## src/rtl/elastic_pipe.sv

```systemverilog
// elastic_pipe: DEPTH-stage valid/ready register pipeline with bubble squeezing and flush.
// Define ELASTIC_PIPE_SKID_EN to add a registered-ready input skid entry (capacity DEPTH+1).
module elastic_pipe #(
    parameter int DW    = 32,
    parameter int DEPTH = 2
) (
    input  logic                       clk,
    input  logic                       rst_n,
    input  logic                       flush,
    input  logic                       in_valid,
    input  logic [DW-1:0]              in_data,
    output logic                       in_ready,
    output logic                       out_valid,
    output logic [DW-1:0]              out_data,
    input  logic                       out_ready,
    output logic [$clog2(DEPTH+2)-1:0] occupancy
);
    localparam int OW = $clog2(DEPTH+2);
    logic [DEPTH-1:0] v, rdy, src_v;
    logic [DW-1:0]    d     [DEPTH];
    logic [DW-1:0]    src_d [DEPTH];
    logic             all_v;
    logic             acc;
`ifdef ELASTIC_PIPE_SKID_EN
    logic             skid_v;
    logic [DW-1:0]    skid_d;
    assign in_ready = !skid_v;
`else
    assign in_ready = rdy[0] && !flush;
`endif
    assign acc       = in_valid && in_ready;
    assign out_valid = v[DEPTH-1] && !flush;
    assign out_data  = d[DEPTH-1];
    // rdy[i] = !v[i] || rdy[i+1], unrolled as "some stage at or after i is empty"
    always_comb begin
        all_v = 1'b1;
        for (int i = DEPTH-1; i >= 0; i--) begin
            all_v  = all_v && v[i];
            rdy[i] = out_ready || !all_v;
        end
`ifdef ELASTIC_PIPE_SKID_EN
        src_v[0]  = skid_v || acc;
        src_d[0]  = skid_v ? skid_d : in_data;
        occupancy = OW'(skid_v);
`else
        src_v[0]  = acc;
        src_d[0]  = in_data;
        occupancy = '0;
`endif
        for (int i = 1; i < DEPTH; i++) begin
            src_v[i] = v[i-1];
            src_d[i] = d[i-1];
        end
        for (int i = 0; i < DEPTH; i++)
            occupancy = occupancy + OW'(v[i]);
    end
    always_ff @(posedge clk) begin
        if (!rst_n || flush) begin
            v <= '0;
            for (int i = 0; i < DEPTH; i++)
                d[i] <= '0;
`ifdef ELASTIC_PIPE_SKID_EN
            skid_v <= 1'b0;
            skid_d <= '0;
`endif
        end else begin
            for (int i = 0; i < DEPTH; i++)
                if (rdy[i]) begin
                    v[i] <= src_v[i];
                    if (src_v[i])
                        d[i] <= src_d[i];
                end
`ifdef ELASTIC_PIPE_SKID_EN
            if (skid_v)
                skid_v <= !rdy[0];
            else if (acc && !rdy[0]) begin
                skid_v <= 1'b1;
                skid_d <= in_data;
            end
`endif
        end
    end
endmodule

```

## config.mk

```make
export PLATFORM = sky130hd
export DESIGN_NAME = elastic_pipe
export DESIGN_NICKNAME = d
export VERILOG_FILES = /design/src/rtl/elastic_pipe.sv
export SDC_FILE = /design/constraint.sdc
export NUM_CORES = 1
export LEC_CHECK = 0
export BUFFER_PORTS_ARGS = -buffer_cell sky130_fd_sc_hd__clkbuf_2
export CAP_MARGIN = 20
export CORE_MARGIN = 5
export CORE_UTILIZATION = 49
export CTS_BUF_LIST = sky130_fd_sc_hd__clkbuf_4
export DETAILED_ROUTE_END_ITERATION = 7
export GPL_TIMING_DRIVEN = 0
export PLACE_DENSITY = 0.78
export SYNTH_ARGS = -nofsm -noshare
export SYNTH_HDL_FRONTEND = slang
export SYNTH_SLANG_ARGS = --single-unit
```

## constraint.sdc

```tcl
create_clock -name clk -period 1.7 [get_ports clk]
set_input_delay 0 -clock clk [delete_from_list [all_inputs] [get_ports clk]]
set_output_delay 0 -clock clk [all_outputs]
set_load 0.005 [all_outputs]
```

==> parameters.txt, run 1 <==
Parameter                              Value

Run status
  Result of the run    complete, no violations

Logic synthesis
  Number of distinct library cell variants in the gate-level netlist after synthesis    18
  Syn. warnings    0
  Flip-flop and latch count after synthesis    66
  Fraction of registers with async set/reset    0
  EDFF count, synth    64
  Leading area contributor after synthesis    sky130_fd_sc_hd__edfxtp_1
  Area share of the largest cell type after synthesis    0.681
  Mean Syn Cell Area    14.8 um2
  Cell types with the highest counts after synthesis    64 x sky130_fd_sc_hd__and3_1, 64 x sky130_fd_sc_hd__edfxtp_1, 34 x sky130_fd_sc_hd__buf_4
  Nets in the synthesized netlist    229
  Proportion of synthesized chip area in sequential cells    0.695
  Instance count of the mapped netlist    191
  Syn Std Cell Area    2820 um2
  Synth area leaders    sky130_fd_sc_hd__edfxtp_1 68%, sky130_fd_sc_hd__and3_1 14%, sky130_fd_sc_hd__buf_4 9.0%
  Top flip-flop cell by instance count after synthesis    sky130_fd_sc_hd__edfxtp_1

Place
  HPWL after DPL    3.48 mm
  Quantity of I/O buffers inserted on ports    72
  Area after DPL    3310 um2
  Routability Congestion    0.846
  Placed cell count    336
  Dpl ws    0.00916 ns

Worst setup path
  Reg-to-Reg Start    v[0]
  Critical path launch point type    register
  Maximum fanout count along the critical path    10
  Capturing instance or port of the critical path    d[0][9]
  Setup slack of the most critical reg-to-reg path    0.11 ns
  Required time at the worst-slack endpoint    1.86 ns
  Arrival time reported for the critical path endpoint    1.75 ns
  Reg2Reg Depth    5
  Capture point of the worst reg-to-reg path    d[0][9]
  Element type at the critical path end    register
  Critical path start-end classification    register to register
  Critical Path Start    v[0]

Layout
  Cell Count, Final, Fillers Out    389
  Footprint of the multi-input gates    537 um2
  Finished Cell Area    3860 um2
  Number of nets in the layout    350
  Register area    1960 um2
  Diodes inserted    0
  Fraction of final layout cells sized beyond drive strength 1    0.438
  Growth of design area from synthesis to finish    36.6%
  Final-layout fill cell count    412

Die
  Starting density of the core    0.510
  Overall die height    85.9 um
  Top Ports    73
  Core Box Area    5540 um2
  Die area    7380 um2
  Site row count    27
  Width of the die    85.9 um

Timing
  Setup repair after global routing missed its margin    false
  Clock period minus worst slack    1.59 ns
  Fmax achieved    628 MHz
  Slew Viols, Final    0
  Transition time at the pin with the least slew margin    0.703 ns
  Worst-case clock skew    0.00667 ns
  Fin worst setup slack    0.108 ns
  Worst slew slack as a fraction of its limit    0.530
  Final Hold Fails    0
  Post-Route Hold Slack    0.275 ns
  Period utilisation layout    0.936
  Endpoints failing setup    0

Clock tree
  TritonCTS clock tree    yes
  CTS sink count    66
  Root Driver    sky130_fd_sc_hd__clkbuf_4
  Number of buffers added by the clock tree synthesis step    9
  Number of setup buffers added after CTS    0
  Later-pin clock latency in the skew report    0.40 ns
  CTS Buffer Depth    2
  CTS H-Tree Depth    3
  Clock-pin slew on the worst setup and hold paths    0.10 ns

Power and ir drop
  VDD IR max    0.557 mV
  Leakage dissipation    0.00197 uW
  Total power    3470 uW
  Power density over the cells    899 nW/um2

Global routing
  Overall overflow remaining after global route    0
  GRT Util Overall    0.166
  Pin count of the biggest net entering global routing    19
  Global-route wire length before repair    8.99 mm
  Vias in the first global route    1974
  Number of antenna violations at the first check in global routing    0

Route
  Final WL    5.62 mm
  Drt wl/cell    14.5 um
  Detailed Routing Iterations Pass 1    4
  DRC violations left    0
  Vias post-DR    1891
  Routed vias/inst    4.86
  Antenna-violating nets left    0
  Count of routing violations after the opening detailed-route iteration    140

Job
  Max_cap viols    0

Worst hold path
  Worst min-delay path class    input port to register
-- cell type report --
| class | count | share of cell area |
|---|---|---|
| Inverter | 1 | 0.000973 |
| Multi-Input combinational cell | 79 | 0.139 |
| Clock buffer | 12 | 0.0234 |
| Sequential cell | 66 | 0.509 |
| Tap cell | 72 | 0.0234 |
| Buffer | 46 | 0.0905 |
| Clock inverter | 4 | 0.0198 |
| Timing Repair Buffer | 109 | 0.194 |
-- per-layer routing --
layer / track usage / part of all wire / vias up
met5: 0 / 0 / -
met2: 0.305 / 0.55 / 63
met3: 0.0538 / 0.054 / 23
met1: 0.159 / 0.35 / 887
li1: - / - / 918
met4: 0.102 / 0.043 / 0
-- state kept, by name, summed over array words and instances, names as in the netlist --
register / count
v: 2
d: 64
-- where the power goes --
part / switching (uW) / internal, uW
clock network: 530 / 650
logic: 159 / 224
registers: 23.0 / 1880
-- metrics by stage --
step | util | TNS, ns
6_report | 0.696 | 0
5_1_grt | 0.696 | 0
4_1_cts | 0.696 | 0
3_5_place_dp | 0.597 | 0
3_3_place_gp | 0.592 | -6.80
2_1_floorplan | - | 0
-- kinds of logic (layout without fill, tap and decap cells) --
kind of cell,count (synthesis),after routing,synth area share
adders and majority gates,1,1,0.00443
and+or+nand+nor,73,73,0.162
AOI/OAI and AO/OA,3,4,0.0106
DFF,66,66,0.695
buffers and inverters,47,172,0.125
muxes,1,1,0.00354
-- cells in the final DEF (no fill, tap or decap), drive strengths merged --
cell	synthesis	routed
clkbuf	6	90
and3	64	64
edfxtp	64	64
buf	40	41
dlygate4sd3	0	36
nand2b	3	3
nor2b	3	3
a21o	1	2
nand2	2	2
bufinv	0	2
dfxtp	2	2
a22o	1	1
mux2i	1	1
nor2	1	1
inv	1	1
a21oi	1	1
ha	1	1
clkinv	0	1
clkinvlp	0	1
-- worst max-delay path: stages, from the launching register on --
cell and delay [ns]:
sky130_fd_sc_hd__dfxtp_2 0.39, sky130_fd_sc_hd__ha_2 0.23, sky130_fd_sc_hd__nand2b_4 0.07, sky130_fd_sc_hd__a22o_4 0.32, sky130_fd_sc_hd__buf_6 0.15, sky130_fd_sc_hd__and3_1 0.19
-- worst min path at each step --
stage	from	endpoint	slack [ns]	cells after the start
floorplan	flush	out_valid	0.03	1
global placement	flush	out_valid	0.26	3
detailed placement	flush	out_valid	0.26	3
CTS	flush	d[0][47]	0.23	4
global route	flush	d[0][47]	0.26	4
finish	flush	d[0][47]	0.27	4
-- what timing repair did --
action | CTS | global route
hold buffers | 36 | 0
gates cloned | 1 | 0
pin swaps | 1 | 0
gates resized for setup | 2 | 2
hold endpoints to repair | 34 | 0
setup endpoints to repair | 32 | 59
No activity file was read; power rests on OpenSTA's default activity.
==> run 2, diff against run 1 <==
CTS_BUF_LIST = sky130_fd_sc_hd__clkbuf_4 sky130_fd_sc_hd__clkbuf_8   (was sky130_fd_sc_hd__clkbuf_4)
==> run 2 against run 1 <==
Compared with the run above: design area increased by 0.94%; die area unchanged; setup slack improved by 0.0051 ns; critical path type unchanged; largest cell class unchanged.
==> parameters.txt, run 2 (synthesized netlist as in run 1, its figures left out) <==
Parameter                              Value

Run status
  Result of the run    complete, no violations

Worst setup path
  Reg-to-Reg Start    v[0]
  Element type at the critical path end    register
  Reg2Reg Depth    5 (unchanged)
  Critical path start-end classification    register to register
  Critical path launch point type    register
  Capturing instance or port of the critical path    d[0][3]
  Maximum fanout count along the critical path    10 (unchanged)
  Arrival time reported for the critical path endpoint    1.67 ns (-0.08 ns)
  Critical Path Start    v[0]
  Capture point of the worst reg-to-reg path    d[0][3]
  Required time at the worst-slack endpoint    1.78 ns (-0.08 ns)
  Setup slack of the most critical reg-to-reg path    0.11 ns (about the same)

Layout
  Diodes inserted    0 (unchanged)
  Flip-flop count of the largest register, all copies and words added    64 (unchanged)
  Final-layout fill cell count    406 (-1.5%)
  Cell Count, Final, Fillers Out    387 (-0.51%)
  Largest regs    d (64), v (2)
  Most common library cell in the layout ignoring fill and taps    sky130_fd_sc_hd__clkbuf_2
  Commonest cells after routing, fill and taps aside    75 x sky130_fd_sc_hd__clkbuf_2, 64 x sky130_fd_sc_hd__and3_1, 64 x sky130_fd_sc_hd__edfxtp_1
  End-of-flow core utilization    0.703 (+0.00655)
  Register name with the most flops    d
  Number of nets in the layout    348 (-0.57%)
  Growth of design area from synthesis to finish    37.9%
  Fraction of final layout cells sized beyond drive strength 1    0.441 (+0.00278)

Power and ir drop
  VDD IR max    0.634 mV (+14%)
  Total power    3730 uW (+7.5%)
  Leakage dissipation    0.00198 uW (+0.52%)
  Power density over the cells    958 nW/um2 (+6.5%)

Job
  Max_cap viols    0 (unchanged)

Timing
  Setup repair after global routing missed its margin    false
  Endpoints failing setup    0 (unchanged)
  Period utilisation layout    0.933 (-0.00300)
  Transition time at the pin with the least slew margin    0.710 ns (+0.00757 ns)
  Fmax achieved    630 MHz (+0.32%)
  Post-Route Hold Slack    0.0518 ns (-0.223 ns)
  Worst slew slack as a fraction of its limit    0.525 (-0.00506)
  Accumulated negative setup slack    0 ns (unchanged)
  Slew Viols, Final    0 (unchanged)
  Final Hold Fails    0 (unchanged)
  Clock period minus worst slack    1.59 ns (-0.00510 ns)
  Worst-case clock skew    0.00594 ns (-0.000727 ns)

Die
  Overall die height    85.9 um (unchanged)
  Starting density of the core    0.510 (unchanged)
  Core Box Area    5540 um2 (unchanged)
  Top Ports    73 (unchanged)
  Width of the die    85.9 um (unchanged)
  Die area    7380 um2 (unchanged)
  Site row count    27 (unchanged)

Route
  Drt wl/cell    14.4 um (about the same)
  Antenna-violating nets left    0 (unchanged)
  DRC violations left    0 (unchanged)
  Final WL    5.59 mm (-0.53%)
  Vias post-DR    1848 (-2.3%)
  Count of routing violations after the opening detailed-route iteration    100 (-29%)
  Routed vias/inst    4.78 (-1.8%)
  Detailed Routing Iterations Pass 1    4 (unchanged)

Clock tree
  Number of setup buffers added after CTS    0 (unchanged)
  CTS sink count    66 (unchanged)
  Root Driver    sky130_fd_sc_hd__clkbuf_8
  TritonCTS clock tree    yes
  CTS Buffer Depth    2 (unchanged)
  Clock-pin slew on the worst setup and hold paths    0.07 ns (-0.03 ns)
  CTS H-Tree Depth    3 (unchanged)
  Later-pin clock latency in the skew report    0.33 ns (-0.07 ns)
  Number of buffers added by the clock tree synthesis step    9 (unchanged)

Global routing
  Overall overflow remaining after global route    0 (unchanged)
  Number of antenna violations at the first check in global routing    0 (unchanged)
  Vias in the first global route    1919 (-2.8%)
  GRT Util Overall    0.159 (-0.00780)
  Global-route wire length before repair    8.69 mm (-3.3%)
  Pin count of the biggest net entering global routing    33 (+14)

Place
  Routability Congestion    0.846 (unchanged)
  Placed cell count    336 (unchanged)
  HPWL after DPL    3.48 mm (unchanged)
  Quantity of I/O buffers inserted on ports    72 (unchanged)

Worst hold path
  Worst hold path cell count    3 (-1)
  Worst min-delay path class    input port to register
==> run 2: layout make-up <==
class	count	area, um2	share of cell area
multi-input cells	79	537	0.138
flip-flops and latches	66	1960	0.504
clock inverters	4	76.3	0.0196
clock buffers	12	146	0.0376
inverters	1	3.75	0.000964
plain buffers	46	349	0.0897
well taps	72	90.1	0.0231
repair buffers	107	728	0.187
==> run 2: worst max-delay path, cell delays in order, from the launching register on <==
cell	delay (ns)
sky130_fd_sc_hd__dfxtp_2	0.37
sky130_fd_sc_hd__ha_2	0.23
sky130_fd_sc_hd__nand2b_4	0.07
sky130_fd_sc_hd__a22o_4	0.32
sky130_fd_sc_hd__buf_6	0.16
sky130_fd_sc_hd__and3_1	0.18
==> run 2: how the worst min path moves through the flow <==
stage | startpoint | end | slack (ns)
detailed placement | flush | out_valid | 0.26
floorplan | flush | out_valid | 0.03
CTS | out_ready | v[1] | 0.02
global placement | flush | out_valid | 0.26
global route | out_ready | v[1] | 0.04
finish | out_ready | v[1] | 0.05
==> run 2: through the flow <==
stage / cell area [um2] / worst slack (ns)
5_1_grt: 3890 / 0.0594
4_1_cts: 3870 / 0.000970
6_report: 3890 / 0.113
3_3_place_gp: 3280 / -0.214
2_1_floorplan: 2830 / 0.138
3_5_place_dp: 3310 / 0.00916
==> run 2: where the power goes <==
part	switching, uW	total (uW)	internal (uW)
Combinational	158	380	222
Sequential	22.7	1910	1890
Clock	563	1440	878
Total	744	3730	2990
==> run 2: routing by layer <==
metal / share of wire / global-route usage / vias up
met5: 0 / 0 / -
met4: 0.037 / 0.0734 / 0
met3: 0.058 / 0.0557 / 20
met2: 0.54 / 0.292 / 60
met1: 0.37 / 0.158 / 860
li1: - / - / 908
==> run 2: repair_timing <==
| action | 4_1_cts | 5_1_grt |
|---|---|---|
| endpoints found under the setup margin | 22 | 88 |
| endpoints found under the hold margin | 34 | 0 |
| resized for setup | 0 | 4 |
| pin swaps | 1 | 1 |
| cloned | 0 | 1 |
| hold buffers | 34 | 0 |
==> run 3, diff against run 2 <==
BUFFER_PORTS_ARGS = -buffer_cell sky130_fd_sc_hd__buf_4   (was -buffer_cell sky130_fd_sc_hd__clkbuf_2)
==> run 3 against run 2 <==
Compared with the run above: clock power shrank 14%; design area grew 4.0%; clock skew shrank 0.0013 ns; worst hold slack lost 0.016 ns; cell count grew 0.26%; first-iteration DRC count shrank 5.0%; sequential power is essentially flat; global-route usage is essentially flat; wire length grew 2.2%.
==> parameters.txt, run 3 (synthesized netlist as in run 1, its figures left out) <==
Parameter                              Value

Die
  Core Box Area    5540 um2 (unchanged)
  Overall die height    85.9 um (unchanged)
  Die area    7380 um2 (unchanged)
  Top Ports    73 (unchanged)
  Site row count    27 (unchanged)
  Width of the die    85.9 um (unchanged)
  Starting density of the core    0.510 (unchanged)

Worst setup path
  Maximum fanout count along the critical path    10 (unchanged)
  Arrival time reported for the critical path endpoint    1.70 ns (+0.03 ns)
  Critical path start-end classification    register to register
  Element type at the critical path end    register
  Critical path launch point type    register
  Required time at the worst-slack endpoint    1.79 ns (about the same)

Route
  Detailed Routing Iterations Pass 1    4 (unchanged)
  Routed vias/inst    4.76 (-0.42%)
  Antenna-violating nets left    0 (unchanged)
  Count of routing violations after the opening detailed-route iteration    95 (-5.0%)
  DRC violations left    0 (unchanged)
  Vias post-DR    1845 (-0.16%)
  Final WL    5.71 mm (+2.2%)
  Drt wl/cell    14.7 um (+1.9%)

Layout
  Register name with the most flops    d
  Most common library cell in the layout ignoring fill and taps    sky130_fd_sc_hd__buf_4
  End-of-flow core utilization    0.731 (+0.0278)
  Fraction of final layout cells sized beyond drive strength 1    0.430 (-0.0109)
  Flip-flop count of the largest register, all copies and words added    64 (unchanged)
  Growth of design area from synthesis to finish    43.3%
  Largest regs    d (64), v (2)
  Commonest cells after routing, fill and taps aside    106 x sky130_fd_sc_hd__buf_4, 64 x sky130_fd_sc_hd__and3_1, 64 x sky130_fd_sc_hd__edfxtp_1
  Diodes inserted    0 (unchanged)
  Number of nets in the layout    349 (+0.29%)
  Final-layout fill cell count    373 (-8.1%)

Place
  Routability Congestion    0.835 (-1.3%)
  HPWL after DPL    3.55 mm (+2.2%)
  Quantity of I/O buffers inserted on ports    72 (unchanged)
  Dpl ws    0.0203 ns (+0.0112 ns)

Clock tree
  Clock-pin slew on the worst setup and hold paths    0.07 ns (about the same)
  CTS H-Tree Depth    3 (unchanged)
  Number of setup buffers added after CTS    0 (unchanged)
  Number of buffers added by the clock tree synthesis step    9 (unchanged)
  Root Driver    sky130_fd_sc_hd__clkbuf_8
  Later-pin clock latency in the skew report    0.34 ns (about the same)
  TritonCTS clock tree    yes
  CTS Buffer Depth    2 (unchanged)
  CTS sink count    66 (unchanged)

Timing
  Clock period minus worst slack    1.61 ns (+0.0221 ns)
  Setup repair after global routing missed its margin    false
  Final Hold Fails    0 (unchanged)
  Transition time at the pin with the least slew margin    0.696 ns (-0.0142 ns)
  Worst-case clock skew    0.00462 ns (-0.00132 ns)
  Fin worst setup slack    0.0910 ns (-0.0221 ns)
  Worst slew slack as a fraction of its limit    0.535 (+0.00946)
  Endpoints failing setup    0 (unchanged)
  Accumulated negative setup slack    0 ns (unchanged)
  Post-Route Hold Slack    0.0357 ns (-0.0162 ns)
  Slew Viols, Final    0 (unchanged)
  Period utilisation layout    0.946 (+0.0130)
  Fmax achieved    621 MHz (-1.4%)

Global routing
  Met1 track demand over resource in global routing    0.161 (+0.00230)
  Number of antenna violations at the first check in global routing    0 (unchanged)
  Pin count of the biggest net entering global routing    33 (unchanged)
  Fraction of met3 tracks used by global routing    0.0653 (+0.00961)
  Overall overflow remaining after global route    0 (unchanged)
  GRT Util Overall    0.159 (+0.000334)
  Met2 usage in global routing    0.280 (-0.0112)
  Global-route wire length before repair    8.67 mm (-0.24%)
  Vias in the first global route    1812 (-5.6%)
  Gr busiest metal    met2

Power and ir drop
  Leakage dissipation    0.00202 uW (+2.0%)
  Power density over the cells    885 nW/um2 (-7.7%)
  Total power    3580 uW (-4.0%)
  VDD IR max    0.580 mV (-8.5%)

Run status
  Result of the run    complete, no violations

Worst hold path
  Worst min-delay path class    input port to register

Job
  Max_cap viols    0 (unchanged)
-- run 3: stage by stage --
stage                     std cells  cell area [um2]
after floorplan                 191             2830
after global placement          335             3460
after detailed placement        336             3490
after CTS                       387             4030
after global routing            388             4050
final                           388             4050
-- run 3: layout make-up --
cell class | count | area, um2 | area share
inverter | 1 | 3.75 | 0.000927
sequential | 66 | 1960 | 0.485
multi-input combinational | 79 | 534 | 0.132
clock inverter | 6 | 57.6 | 0.0142
clock buffer | 10 | 131 | 0.0325
timing repair buffer | 108 | 918 | 0.227
tap | 72 | 90.1 | 0.0223
buffer | 46 | 349 | 0.0862
-- run 3: worst max-delay path, cell delays in order, from the launching register on --
cell,delay [ns]
sky130_fd_sc_hd__dfxtp_2,0.38
sky130_fd_sc_hd__ha_1,0.23
sky130_fd_sc_hd__nand2b_4,0.08
sky130_fd_sc_hd__a22o_4,0.32
sky130_fd_sc_hd__buf_6,0.16
sky130_fd_sc_hd__and3_1,0.19
-- run 3: worst paths after layout --
check	start	to	slack [ns]	cells after the start
max	v[0]	d[0][8]	0.09	5
min	out_ready	v[1]	0.04	3
max reg2reg	v[0]	d[0][8]	0.09	5
min reg2reg	v[0]	v[1]	0.49	2
-- run 3: power by group --
part | internal, uW | switching (uW) | leakage, uW
Combinational | 271 | 164 | 0.00119
Sequential | 1890 | 22.4 | 0.000738
Clock | 680 | 557 | 0.0000908
Total | 2840 | 743 | 0.00202
-- run 3: timing repair --
action	in CTS	in global routing
gates resized for setup	0	3
hold buffers	35	0
setup endpoints to repair	0	83
endpoints found under the hold margin	34	0
-- run 3: metal layers --
layer / wire length [um] / vias to the layer above / part of all wire
met2: 3180 / 55 / 0.56
met1: 2030 / 868 / 0.35
li1: - / 906 / -
met4: 174 / 0 / 0.030
met5: 0 / - / 0
met3: 335 / 16 / 0.059
